<file path="config.mk">
export PLATFORM = sky130hd
export DESIGN_NAME = vending_machine_param_flat
export DESIGN_NICKNAME = d
export VERILOG_FILES = /design/src/rtl/vm_pkg.sv /design/src/rtl/vending_machine_param_if.sv /design/src/rtl/vm_idle_timer.sv /design/src/rtl/vending_machine_param.sv /design/src/flat_wrapper.sv
export SDC_FILE = /design/constraint.sdc
export NUM_CORES = 1
export LEC_CHECK = 0
export BUFFER_PORTS_ARGS = -buffer_cell sky130_fd_sc_hd__buf_4
export CAP_MARGIN = 30
export CORE_MARGIN = 10
export CORE_UTILIZATION = 25
export CTS_CLUSTER_DIAMETER = 120
export DETAILED_ROUTE_END_ITERATION = 8
export GPL_ROUTABILITY_DRIVEN = 0
export PLACE_DENSITY_LB_ADDON = 0.3
export RECOVER_POWER = 100
export SETUP_SLACK_MARGIN = 0.4
export SLEW_MARGIN = 25
export SYNTH_ARGS = -nofsm -noshare
export SYNTH_HDL_FRONTEND = slang
export SYNTH_SLANG_ARGS = --single-unit
</file>
<file path="constraint.sdc">
create_clock -name clk -period 3.1 [get_ports clk]
set_input_delay 0.465 -clock clk [delete_from_list [all_inputs] [get_ports clk]]
set_output_delay 0.465 -clock clk [all_outputs]
set_load 0.02 [all_outputs]
</file>
<file path="src/rtl/vm_pkg.sv">
// Shared definitions for the parametrised juice vending machine: coin codes,
// coin-to-credit conversion and the controller state encoding.
package vm_pkg;

  localparam logic [1:0] COIN_NONE = 2'b00;
  localparam logic [1:0] COIN_5    = 2'b01;
  localparam logic [1:0] COIN_10   = 2'b10;
  localparam logic [1:0] COIN_BAD  = 2'b11;

  typedef enum logic {ST_COLLECT, ST_CHANGE} state_t;

  // Credit value of a coin code in 5 Rs units; invalid codes are worth nothing.
  function automatic logic [1:0] coin_units(input logic [1:0] code);
    case (code)
      COIN_5:  return 2'd1;
      COIN_10: return 2'd2;
      default: return 2'd0;
    endcase
  endfunction

endpackage

</file>
<file path="src/rtl/vending_machine_param_if.sv">
// Coin-acceptor / actuator bundle of the vending machine. The master side
// drives coins and cancel; the slave (the machine) drives the result pulses.
interface vending_machine_param_if #(
  parameter int CREDIT_W = 4
);
  logic [1:0]          coin;
  logic                cancel;
  logic                J;
  logic                R;
  logic                N;
  logic                chg;
  logic                busy;
  logic [CREDIT_W-1:0] credit;

  modport master (output coin, cancel, input J, R, N, chg, busy, credit);
  modport slave  (input coin, cancel, output J, R, N, chg, busy, credit);
endinterface

</file>
<file path="src/rtl/vm_idle_timer.sv">
// Loadable idle down-counter: reloaded by load, counts while run is high and
// pulses expire on the run cycle after it has reached zero.
module vm_idle_timer #(
  parameter int unsigned TIMEOUT_CYCLES = 1000
) (
  input  logic clk,
  input  logic rst_n,
  input  logic load,
  input  logic run,
  output logic expire
);
  localparam int W = $clog2(TIMEOUT_CYCLES + 1);
  localparam logic [W-1:0] TOP = W'(TIMEOUT_CYCLES - 1);

  logic [W-1:0] cnt_q;

  always_ff @(posedge clk or negedge rst_n) begin
    if (!rst_n)                    cnt_q <= TOP;
    else if (load)                 cnt_q <= TOP;
    else if (run && cnt_q != '0)   cnt_q <= cnt_q - W'(1);
  end

  assign expire = run && !load && (cnt_q == '0);
endmodule

</file>
<file path="src/rtl/vending_machine_param.sv">
// Parametrised juice vending controller: collects 5/10 Rs coins against
// PRICE_UNITS, vends, and pays surplus or refunds as serial chg pulses.
// Optional idle auto-refund is enabled with `define VM_TIMEOUT_EN.
module vending_machine_param
  import vm_pkg::*;
#(
  parameter int PRICE_UNITS    = 3,
  parameter int CREDIT_W       = 4,
  parameter int TIMEOUT_CYCLES = 1000
) (
  input logic                    clk,
  input logic                    rst,
  vending_machine_param_if.slave vm
);
  localparam logic [CREDIT_W:0] PRICE = (CREDIT_W + 1)'(PRICE_UNITS);

  if (PRICE_UNITS < 2 || PRICE_UNITS > (2 ** CREDIT_W) - 2 || TIMEOUT_CYCLES < 1) begin : g_param_check
    $error("vending_machine_param: illegal PRICE_UNITS/CREDIT_W/TIMEOUT_CYCLES");
  end

  state_t              state_q, state_d;
  logic [CREDIT_W-1:0] credit_q, credit_d;
  logic [CREDIT_W-1:0] change_q, change_d;
  logic                j_q, j_d, r_q, r_d, n_q, n_d, chg_q, chg_d;
  logic [CREDIT_W:0]   sum, diff;
  logic                cancel_eff;

`ifdef VM_TIMEOUT_EN
  logic idle_run, idle_load, expire;

  // Idle time only accumulates while credit is parked and nothing happens.
  assign idle_run  = (state_q == ST_COLLECT) && (credit_q != '0);
  assign idle_load = !idle_run || (vm.coin != COIN_NONE) || vm.cancel;

  vm_idle_timer #(.TIMEOUT_CYCLES(TIMEOUT_CYCLES)) u_idle_timer (
    .clk    (clk),
    .rst_n  (rst),
    .load   (idle_load),
    .run    (idle_run),
    .expire (expire)
  );

  assign cancel_eff = vm.cancel | expire;
`else
  assign cancel_eff = vm.cancel;
`endif

  // NOTE: every variable gets a default before the case so no path can leave
  // it unassigned; an unassigned path in always_comb would infer a latch.
  always_comb begin
    state_d  = state_q;
    credit_d = credit_q;
    change_d = change_q;
    j_d      = 1'b0;
    r_d      = 1'b0;
    n_d      = 1'b0;
    chg_d    = 1'b0;
    sum      = {1'b0, credit_q} + (CREDIT_W + 1)'(coin_units(vm.coin));
    diff     = sum - PRICE;

    case (state_q)
      ST_COLLECT: begin
        if (cancel_eff) begin
          r_d = (vm.coin != COIN_NONE);
          if (credit_q != '0) begin
            change_d = credit_q;
            credit_d = '0;
            state_d  = ST_CHANGE;
          end
        end else if (vm.coin == COIN_BAD) begin
          r_d = 1'b1;
        end else if (vm.coin != COIN_NONE) begin
          if (sum >= PRICE) begin
            j_d      = 1'b1;
            credit_d = '0;
            change_d = diff[CREDIT_W-1:0];
            if (diff != '0) state_d = ST_CHANGE;
          end else begin
            credit_d = sum[CREDIT_W-1:0];
            n_d      = 1'b1;
          end
        end
      end

      // The vend/refund cycle itself emits no pulse; coins stay rejected
      // until the edge after the last pulse has been seen.
      ST_CHANGE: begin
        r_d = (vm.coin != COIN_NONE);
        if (change_q != '0) begin
          chg_d    = 1'b1;
          change_d = change_q - CREDIT_W'(1);
        end else begin
          state_d = ST_COLLECT;
        end
      end

      default: state_d = ST_COLLECT;
    endcase
  end

  // NOTE: state is updated with non-blocking assignments so every register
  // samples the pre-edge values computed by the combinational block.
  always_ff @(posedge clk or negedge rst) begin
    if (!rst) begin
      state_q  <= ST_COLLECT;
      credit_q <= '0;
      change_q <= '0;
      j_q      <= 1'b0;
      r_q      <= 1'b0;
      n_q      <= 1'b0;
      chg_q    <= 1'b0;
    end else begin
      state_q  <= state_d;
      credit_q <= credit_d;
      change_q <= change_d;
      j_q      <= j_d;
      r_q      <= r_d;
      n_q      <= n_d;
      chg_q    <= chg_d;
    end
  end

  assign vm.J      = j_q;
  assign vm.R      = r_q;
  assign vm.N      = n_q;
  assign vm.chg    = chg_q;
  assign vm.busy   = chg_q;
  assign vm.credit = credit_q;
endmodule

</file>
<file path="src/flat_wrapper.sv">
// flat-port wrapper written by rule: the top's interface ports become plain ports
module vending_machine_param_flat import vm_pkg::*;
#(
  parameter int PRICE_UNITS    = 3,
  parameter int CREDIT_W       = 4,
  parameter int TIMEOUT_CYCLES = 1000
)
  (clk, rst, vm_coin, vm_cancel, vm_J, vm_R, vm_N, vm_chg, vm_busy, vm_credit);
  vending_machine_param_if #(.CREDIT_W(CREDIT_W)) vm_i ();
  input logic clk;
  input logic rst;
  input wire logic [$bits(vm_i.coin)-1:0] vm_coin;
  input wire logic [$bits(vm_i.cancel)-1:0] vm_cancel;
  output wire logic [$bits(vm_i.J)-1:0] vm_J;
  output wire logic [$bits(vm_i.R)-1:0] vm_R;
  output wire logic [$bits(vm_i.N)-1:0] vm_N;
  output wire logic [$bits(vm_i.chg)-1:0] vm_chg;
  output wire logic [$bits(vm_i.busy)-1:0] vm_busy;
  output wire logic [$bits(vm_i.credit)-1:0] vm_credit;
  assign vm_i.coin = vm_coin;
  assign vm_i.cancel = vm_cancel;
  assign vm_J = vm_i.J;
  assign vm_R = vm_i.R;
  assign vm_N = vm_i.N;
  assign vm_chg = vm_i.chg;
  assign vm_busy = vm_i.busy;
  assign vm_credit = vm_i.credit;
  vending_machine_param #(.PRICE_UNITS(PRICE_UNITS), .CREDIT_W(CREDIT_W), .TIMEOUT_CYCLES(TIMEOUT_CYCLES)) u_core (.clk(clk), .rst(rst), .vm(vm_i));
endmodule
</file>
==> key figures, run 1 <==
Final layout
  – Post-route cell area: 1050 um2
  – Number of inserted diodes: 0
  – Multi-input gate area: 534 um2
  – Commonest cells after routing, fill and taps aside: 13 x sky130_fd_sc_hd__dfrtp_1, 10 x sky130_fd_sc_hd__clkbuf_1, 7 x sky130_fd_sc_hd__nand2_1, 6 x sky130_fd_sc_hd__inv_1, 6 x sky130_fd_sc_hd__ha_1
  – Proportion of layout cells with a drive suffix above 1: 16.8%
  – Most frequent standard cell in the layout excluding fill and tap cells: sky130_fd_sc_hd__dfrtp_1
  – Synth-to-Final Area Change: 12.5%
  – Sequential cell area: 325 um2
  – Layout net count: 114
  – Fillers: 402

Synthesis
  – Synth Warn #: 0
  – Post-synth EDFFs: 0
  – Most used flip-flop cell after synthesis: sky130_fd_sc_hd__dfrtp_1
  – Count of distinct cell types in the synthesized netlist: 39
  – Sequential cell area fraction in the yosys report: 34.9%
  – Post-Synthesis Mean Instance Area: 10.6 um2
  – Proportion of synthesized flip-flops having asynchronous set or reset: 100%
  – Library cell occupying the most area in the post-synthesis netlist: sky130_fd_sc_hd__dfrtp_1
  – Synthesized net count: 100
  – Number of synthesized register bits: 13
  – Share of Yosys cell area claimed by the top area cell type: 34.9%
  – Instance count of the mapped netlist: 88
  – Post-synthesis instance area: 932 um2
  – Top cells by area, synth: sky130_fd_sc_hd__dfrtp_1 35%, sky130_fd_sc_hd__ha_1 8.1%, sky130_fd_sc_hd__xnor2_4 3.0%, sky130_fd_sc_hd__nand2_1 2.8%, sky130_fd_sc_hd__xor2_1 2.8%

Route
  – Post-route DRC violation count: 0
  – DRT Wirelength: 2030 um
  – Routed wire length on met3: 77 um
  – Number of iterations in the first detailed-routing pass: 4
  – Via density: 4.57
  – Detail-routed net length per standard cell: 13.6 um
  – Drt initial violations: 63
  – Met2 wire len: 948 um
  – Via count of the routed design: 681
  – Highest Signal Layer: met4
  – Detailed-routing wirelength on met1: 931 um
  – Antenna violation net count after detailed routing: 0

Timing
  – Slew at the pin with the worst max-slew slack: 0.721 ns
  – Final number of max-transition violations: 0
  – Total count of hold-check failures in the final report: 0
  – Slew margin rel.: 51.9%
  – RSZ-0062 raised after global routing: no
  – Number of setup violations in the final report: 0
  – Ratio of final minimum period to clock period: 81.8%
  – Post-route clock skew: 0.000535 ns
  – Fin Setup TNS: 0 ns
  – Shortest clock period the worst path allows after layout: 2.54 ns
  – Fmax: 394 MHz

Global route
  – Largest net degree at the start of global routing: 14
  – First-pass GRT wire length: 3510 um
  – Overflow left after global routing: 0
  – GRT Util Overall: 6.99%
  – Number of antenna violations at the first check in global routing: 0
  – Vias in the first global route: 729

Die
  – Starting density of the core: 25.7%
  – Row count: 22
  – Standard cell core area: 3630 um2
  – Horiz. Die Dim: 81.1 um
  – Die area: 6570 um2
  – I/O pin count: 14
  – Height of the chip: 81.1 um

Placement
  – Detailed Place HPWL: 1590 um
  – Port-buffer cells: 13
  – Area after DPL: 1050 um2

Clock tree
  – CTS tree: built
  – Clock tree sinks: 13
  – Resize count post-CTS: 0
  – Maximum buffer depth of the clock tree: 2
  – Post-CTS setup buffers: 0
  – CTS clk-pin slew, worst paths: 0.06 ns
  – Buffer cell driving the clock tree root: sky130_fd_sc_hd__clkbuf_8
  – Number of levels the H-tree was split into: 1
  – Insertion delay to the later sink of the worst-skew pair: 0.25 ns
  – TritonCTS Buffers: 3
  – CTS Hold Buffers Added: 0

Critical path
  – Maximum cell stage delay along the critical path: 0.51 ns
  – Cell breakdown of the critical path: buf_4 -> nor2b_1 -> ha_1 -> fa_1 -> ha_1 -> nor2_1 -> o2111ai_1 -> a211o_4 -> a21oi_1 -> a21oi_1
  – Nature of the critical path startpoint: input pin
  – Data arrival time of the critical path: 2.67 ns
  – Maximum fanout count along the critical path: 9
  – Critical path endpoint category: flip-flop
  – Worst endpoint required time: 3.23 ns
  – Crit-path slowest cell: sky130_fd_sc_hd__fa_1
  – Kind of critical path: in -> reg

Pwr
  – Leakage Power: 0.459 nW
  – Power per Cell Area: 873 nW/um2
  – Highest ir drop seen on vdd: 187 uV

Run status
  – Result of the run: complete, no violations

Run
  – Maximum Capacitance Violations: 0

Worst hold path
  – Path class of the lowest-slack min-delay path: in -> async
[metal layers]
metal	vias up	track usage [%]
li1	339	-
met1	325	8.13
met2	12	11.1
met3	5	1.10
met4	0	5.71
met5	-	0
[registers in the layout, indices dropped and copies added, names as in the netlist]
| register | flops |
|---|---|
| u_core.vm.credit | 4 |
| u_core.vm.R | 1 |
| u_core.vm.J | 1 |
| u_core.change_q | 4 |
| u_core.vm.N | 1 |
| u_core.state_q | 1 |
| u_core.vm.busy | 1 |
[worst max-delay path, delay by kind of cell]
kind | cells | cell delay [ns]
adder cells (fa/ha/maj) | 3 | 0.98
AND/OR/NAND/NOR | 2 | 0.25
buffers and inverters | 1 | 0.14
AO/OA/AOI/OAI | 4 | 0.83
[final timing paths]
check / start / end / slack (ns) / cells after the start
worst max-delay path: vm_coin[0] / u_core.change_q[2] / 0.56 / 10
max in group asynchronous: rst / u_core.change_q[1] / 2.40 / 1
worst min-delay path: rst / u_core.change_q[0] / 0.24 / 1
min in group clk: vm_coin[0] / u_core.vm.R / 0.54 / 2
worst max register to register: u_core.vm.credit[0] / u_core.change_q[2] / 0.57 / 8
worst min register to register: u_core.change_q[3] / u_core.change_q[3] / 0.55 / 1
[per-stage QoR]
stage	total power (W)	instances	hold slack (ns)	util [%]	worst slack, ns
after floorplan	0.000682	88	0.169	-	0.620
after global placement	0.000793	145	0.319	29.0	0.385
after detailed placement	0.000805	145	0.325	29.0	0.303
after CTS	0.000965	149	0.0584	30.2	0.565
after global routing	0.00101	149	0.324	28.9	0.383
final	0.000915	149	0.244	28.9	0.565
[where the power goes]
part / switching [W] / total, W / internal, W / leakage [nW]
clock network: 0.0000664 / 0.000155 / 0.0000890 / 0.0255
logic: 0.000266 / 0.000464 / 0.000198 / 0.272
registers: 0.0000675 / 0.000296 / 0.000228 / 0.162
total: 0.000400 / 0.000915 / 0.000515 / 0.459
[synth_stat cells (2+ instances only)]
library cell and count:
sky130_fd_sc_hd__a211oi_1 2, sky130_fd_sc_hd__a21oi_1 5, sky130_fd_sc_hd__a22o_1 2, sky130_fd_sc_hd__buf_4 2, sky130_fd_sc_hd__buf_6 2, sky130_fd_sc_hd__dfrtp_1 13, sky130_fd_sc_hd__ha_1 6, sky130_fd_sc_hd__inv_1 6
sky130_fd_sc_hd__nand2_1 7, sky130_fd_sc_hd__nor2_1 5, sky130_fd_sc_hd__nor2b_1 2, sky130_fd_sc_hd__nor3_1 4, sky130_fd_sc_hd__o211ai_2 2, sky130_fd_sc_hd__o21ai_0 3, sky130_fd_sc_hd__xor2_1 3
[cells by family after synthesis]
kind of cell / after synthesis / synth area share, %
compound gates: 20 / 18.3
xor+xnor: 6 / 8.46
fa+ha+maj: 8 / 11.3
buf+inv: 10 / 6.44
flops: 13 / 34.9
mux: 1 / 1.07
simple gates: 30 / 19.6
[final cells by class]
cell class,count,share of cell area (%)
sequential,13,31.0
timing repair buffer,13,5.73
inverter,6,2.15
multi-input combinational,65,51.0
tap,48,5.73
clock inverter,1,0.477
clock buffer,3,3.94
No activity file was read; power rests on OpenSTA's default activity.
==> run 2, diff against run 1 <==
Clock period 3.1 ns to 2.4 ns, I/O delays scaled along.
==> key figures, run 2 (synthesis gave the netlist of run 1 again) <==
Run status
  – Result of the run: complete, no violations

Global route
  – Overflow left after global routing: 0 (unchanged)
  – Number of antenna violations at the first check in global routing: 0 (unchanged)
  – GRT Util Overall: 7.37% (+0.38 points)
  – First-pass GRT wire length: 3800 um (+8.2%)
  – Largest net degree at the start of global routing: 14 (unchanged)
  – Vias in the first global route: 771 (+5.8%)

Route
  – Drt initial violations: 52 (-17%)
  – DRT Wirelength: 2150 um (+6.2%)
  – Number of iterations in the first detailed-routing pass: 2 (-2)
  – Via count of the routed design: 726 (+6.6%)
  – Antenna violation net count after detailed routing: 0 (unchanged)
  – Via density: 4.51 (-1.3%)
  – Detail-routed net length per standard cell: 13.4 um (-1.7%)
  – Post-route DRC violation count: 0 (unchanged)

Die
  – Die area: 6570 um2 (unchanged)
  – Starting density of the core: 25.7% (unchanged)
  – Horiz. Die Dim: 81.1 um (unchanged)
  – Height of the chip: 81.1 um (unchanged)
  – Standard cell core area: 3630 um2 (unchanged)
  – I/O pin count: 14 (unchanged)
  – Row count: 22 (unchanged)

Critical path
  – Capturing point of the worst reg2reg path: u_core.change_q[2]
  – Critical path endpoint category: flip-flop
  – Worst R2R Path Depth: 8 (unchanged)
  – R2r setup slk: 0.10 ns (-0.47 ns)
  – FF-to-FF Start: u_core.vm.credit[0]
  – Maximum fanout count along the critical path: 5 (-4)
  – Kind of critical path: reg -> reg
  – Data arrival time of the critical path: 2.42 ns (-0.25 ns)
  – Worst endpoint required time: 2.53 ns (-0.70 ns)
  – Nature of the critical path startpoint: flip-flop

Clock tree
  – Maximum buffer depth of the clock tree: 2 (unchanged)
  – Insertion delay to the later sink of the worst-skew pair: 0.25 ns (about the same)
  – CTS tree: built
  – Number of levels the H-tree was split into: 1 (unchanged)
  – Clock tree sinks: 13 (unchanged)
  – TritonCTS Buffers: 3 (unchanged)
  – Buffer cell driving the clock tree root: sky130_fd_sc_hd__clkbuf_8
  – CTS clk-pin slew, worst paths: 0.06 ns (about the same)

Final layout
  – Commonest cells after routing, fill and taps aside: 13 x sky130_fd_sc_hd__buf_4, 12 x sky130_fd_sc_hd__dfrtp_1, 9 x sky130_fd_sc_hd__clkbuf_1, 6 x sky130_fd_sc_hd__inv_1, 6 x sky130_fd_sc_hd__nand2_1
  – Proportion of layout cells with a drive suffix above 1: 33.6% (+17 points)
  – Number of inserted diodes: 0 (unchanged)
  – Layout net count: 126 (+11%)
  – Most frequent standard cell in the layout excluding fill and tap cells: sky130_fd_sc_hd__buf_4
  – Synth-to-Final Area Change: 31.7%
  – Fillers: 397 (-1.2%)
  – Final std cells w/o fill: 161 (+8.1%)

Timing
  – Final number of max-transition violations: 0 (unchanged)
  – Fmax: 436 MHz
  – RSZ-0062 raised after global routing: yes
  – Total count of hold-check failures in the final report: 0 (unchanged)
  – Number of setup violations in the final report: 0 (unchanged)
  – Worst Hold Margin: 0.512 ns (+0.268 ns)
  – Slew at the pin with the worst max-slew slack: 0.715 ns (-0.00533 ns)
  – Ratio of final minimum period to clock period: 95.6%
  – Shortest clock period the worst path allows after layout: 2.30 ns
  – Post-route clock skew: 0.00428 ns (+0.00375 ns)
  – Slew margin rel.: 52.2% (+0.25 points)

Pwr
  – Power per Cell Area: 1130 nW/um2 (+29%)
  – Overall power: 0.00139 W (+52%)
  – Highest ir drop seen on vdd: 340 uV (+82%)
  – Leakage Power: 0.539 nW (+17%)

Worst hold path
  – Path class of the lowest-slack min-delay path: in -> reg
  – Worst Hold Path EP: u_core.vm.R
  – Startpoint of the most critical hold path: vm_coin[0]
  – Hold Path Stages: 3

Placement
  – Detailed Place HPWL: 1710 um (+7.2%)
  – Port-buffer cells: 13 (unchanged)
  – Placed cell count: 153 (+5.5%)

Run
  – Maximum Capacitance Violations: 0 (unchanged)
## run 2: changes by cell type in the layout (fill, tap and decap cells not counted), sizes merged
cell         change
a211o            +1
buf             +11
clkbuf           -1
dlygate4sd3      +1
## run 2: power by group
part	leakage, nW	internal (W)	switching (W)	total [W]
Sequential	0.161	0.000296	0.0000780	0.000374
Combinational	0.353	0.000390	0.000427	0.000816
Clock	0.0255	0.000115	0.0000812	0.000196
## run 2: worst max-delay path by stage
stage                   startpoint             endpoint  slack (ns)  cells past startpoint
3_5_place_dp            vm_coin[0]  u_core.vm.credit[0]       -0.16                     10
3_3_place_gp            vm_coin[0]  u_core.vm.credit[0]       -0.12                     10
2_1_floorplan  u_core.vm.credit[0]   u_core.change_q[3]        0.15                      7
5_1_grt        u_core.vm.credit[0]   u_core.change_q[2]        0.02                      8
4_1_cts        u_core.vm.credit[0]       u_core.state_q        0.11                      7
6_report       u_core.vm.credit[0]   u_core.change_q[2]        0.10                      8
## run 2: routing by layer
| layer | up-vias | track usage [%] | wire, um |
|---|---|---|---|
| li1 | 364 | - | - |
| met4 | 0 | 4.67 | 34 |
| met3 | 4 | 0.993 | 57 |
| met1 | 349 | 9.21 | 975 |
| met5 | - | 0 | 0 |
| met2 | 9 | 11.7 | 1090 |
## run 2: cell type report
cell class	count	area, um2	area share [%]
Inverter	6	22.5	1.83
Tap cell	48	60.1	4.89
Clock buffer	3	41.3	3.36
Timing Repair Buffer	24	153	12.4
Multi-Input combinational cell	66	619	50.5
Clock inverter	1	5.00	0.408
Sequential cell	13	327	26.6
## run 2: timing repair
item | CTS | global route
gates resized for setup | 7 | 4
gates cloned | 1 | 0
hold buffers | 1 | 0
pin swaps | 8 | 2
setup buffers | 2 | 0
endpoints found under the setup margin | 9 | 9
endpoints found under the hold margin | 13 | 0
## run 2: through the flow
step | instance area, um2 | TNS (ns) | worst slack [ns] | util (%)
final | 1230 | 0 | 0.105 | 33.8
after global routing | 1230 | 0 | 0.0224 | 33.8
after CTS | 1260 | 0 | 0.108 | 34.8
after detailed placement | 1140 | -0.668 | -0.158 | 31.5
after global placement | 1140 | -0.436 | -0.120 | 31.5
after floorplan | 965 | 0 | 0.148 | -
## run 2: critical path: stages (launching register included)
cell	delay [ns]
sky130_fd_sc_hd__dfrtp_2	0.43
sky130_fd_sc_hd__ha_4	0.17
sky130_fd_sc_hd__fa_2	0.50
sky130_fd_sc_hd__ha_4	0.20
sky130_fd_sc_hd__nor2_4	0.10
sky130_fd_sc_hd__o2111ai_4	0.16
sky130_fd_sc_hd__a211o_4	0.41
sky130_fd_sc_hd__a21oi_1	0.14
sky130_fd_sc_hd__a21oi_1	0.06
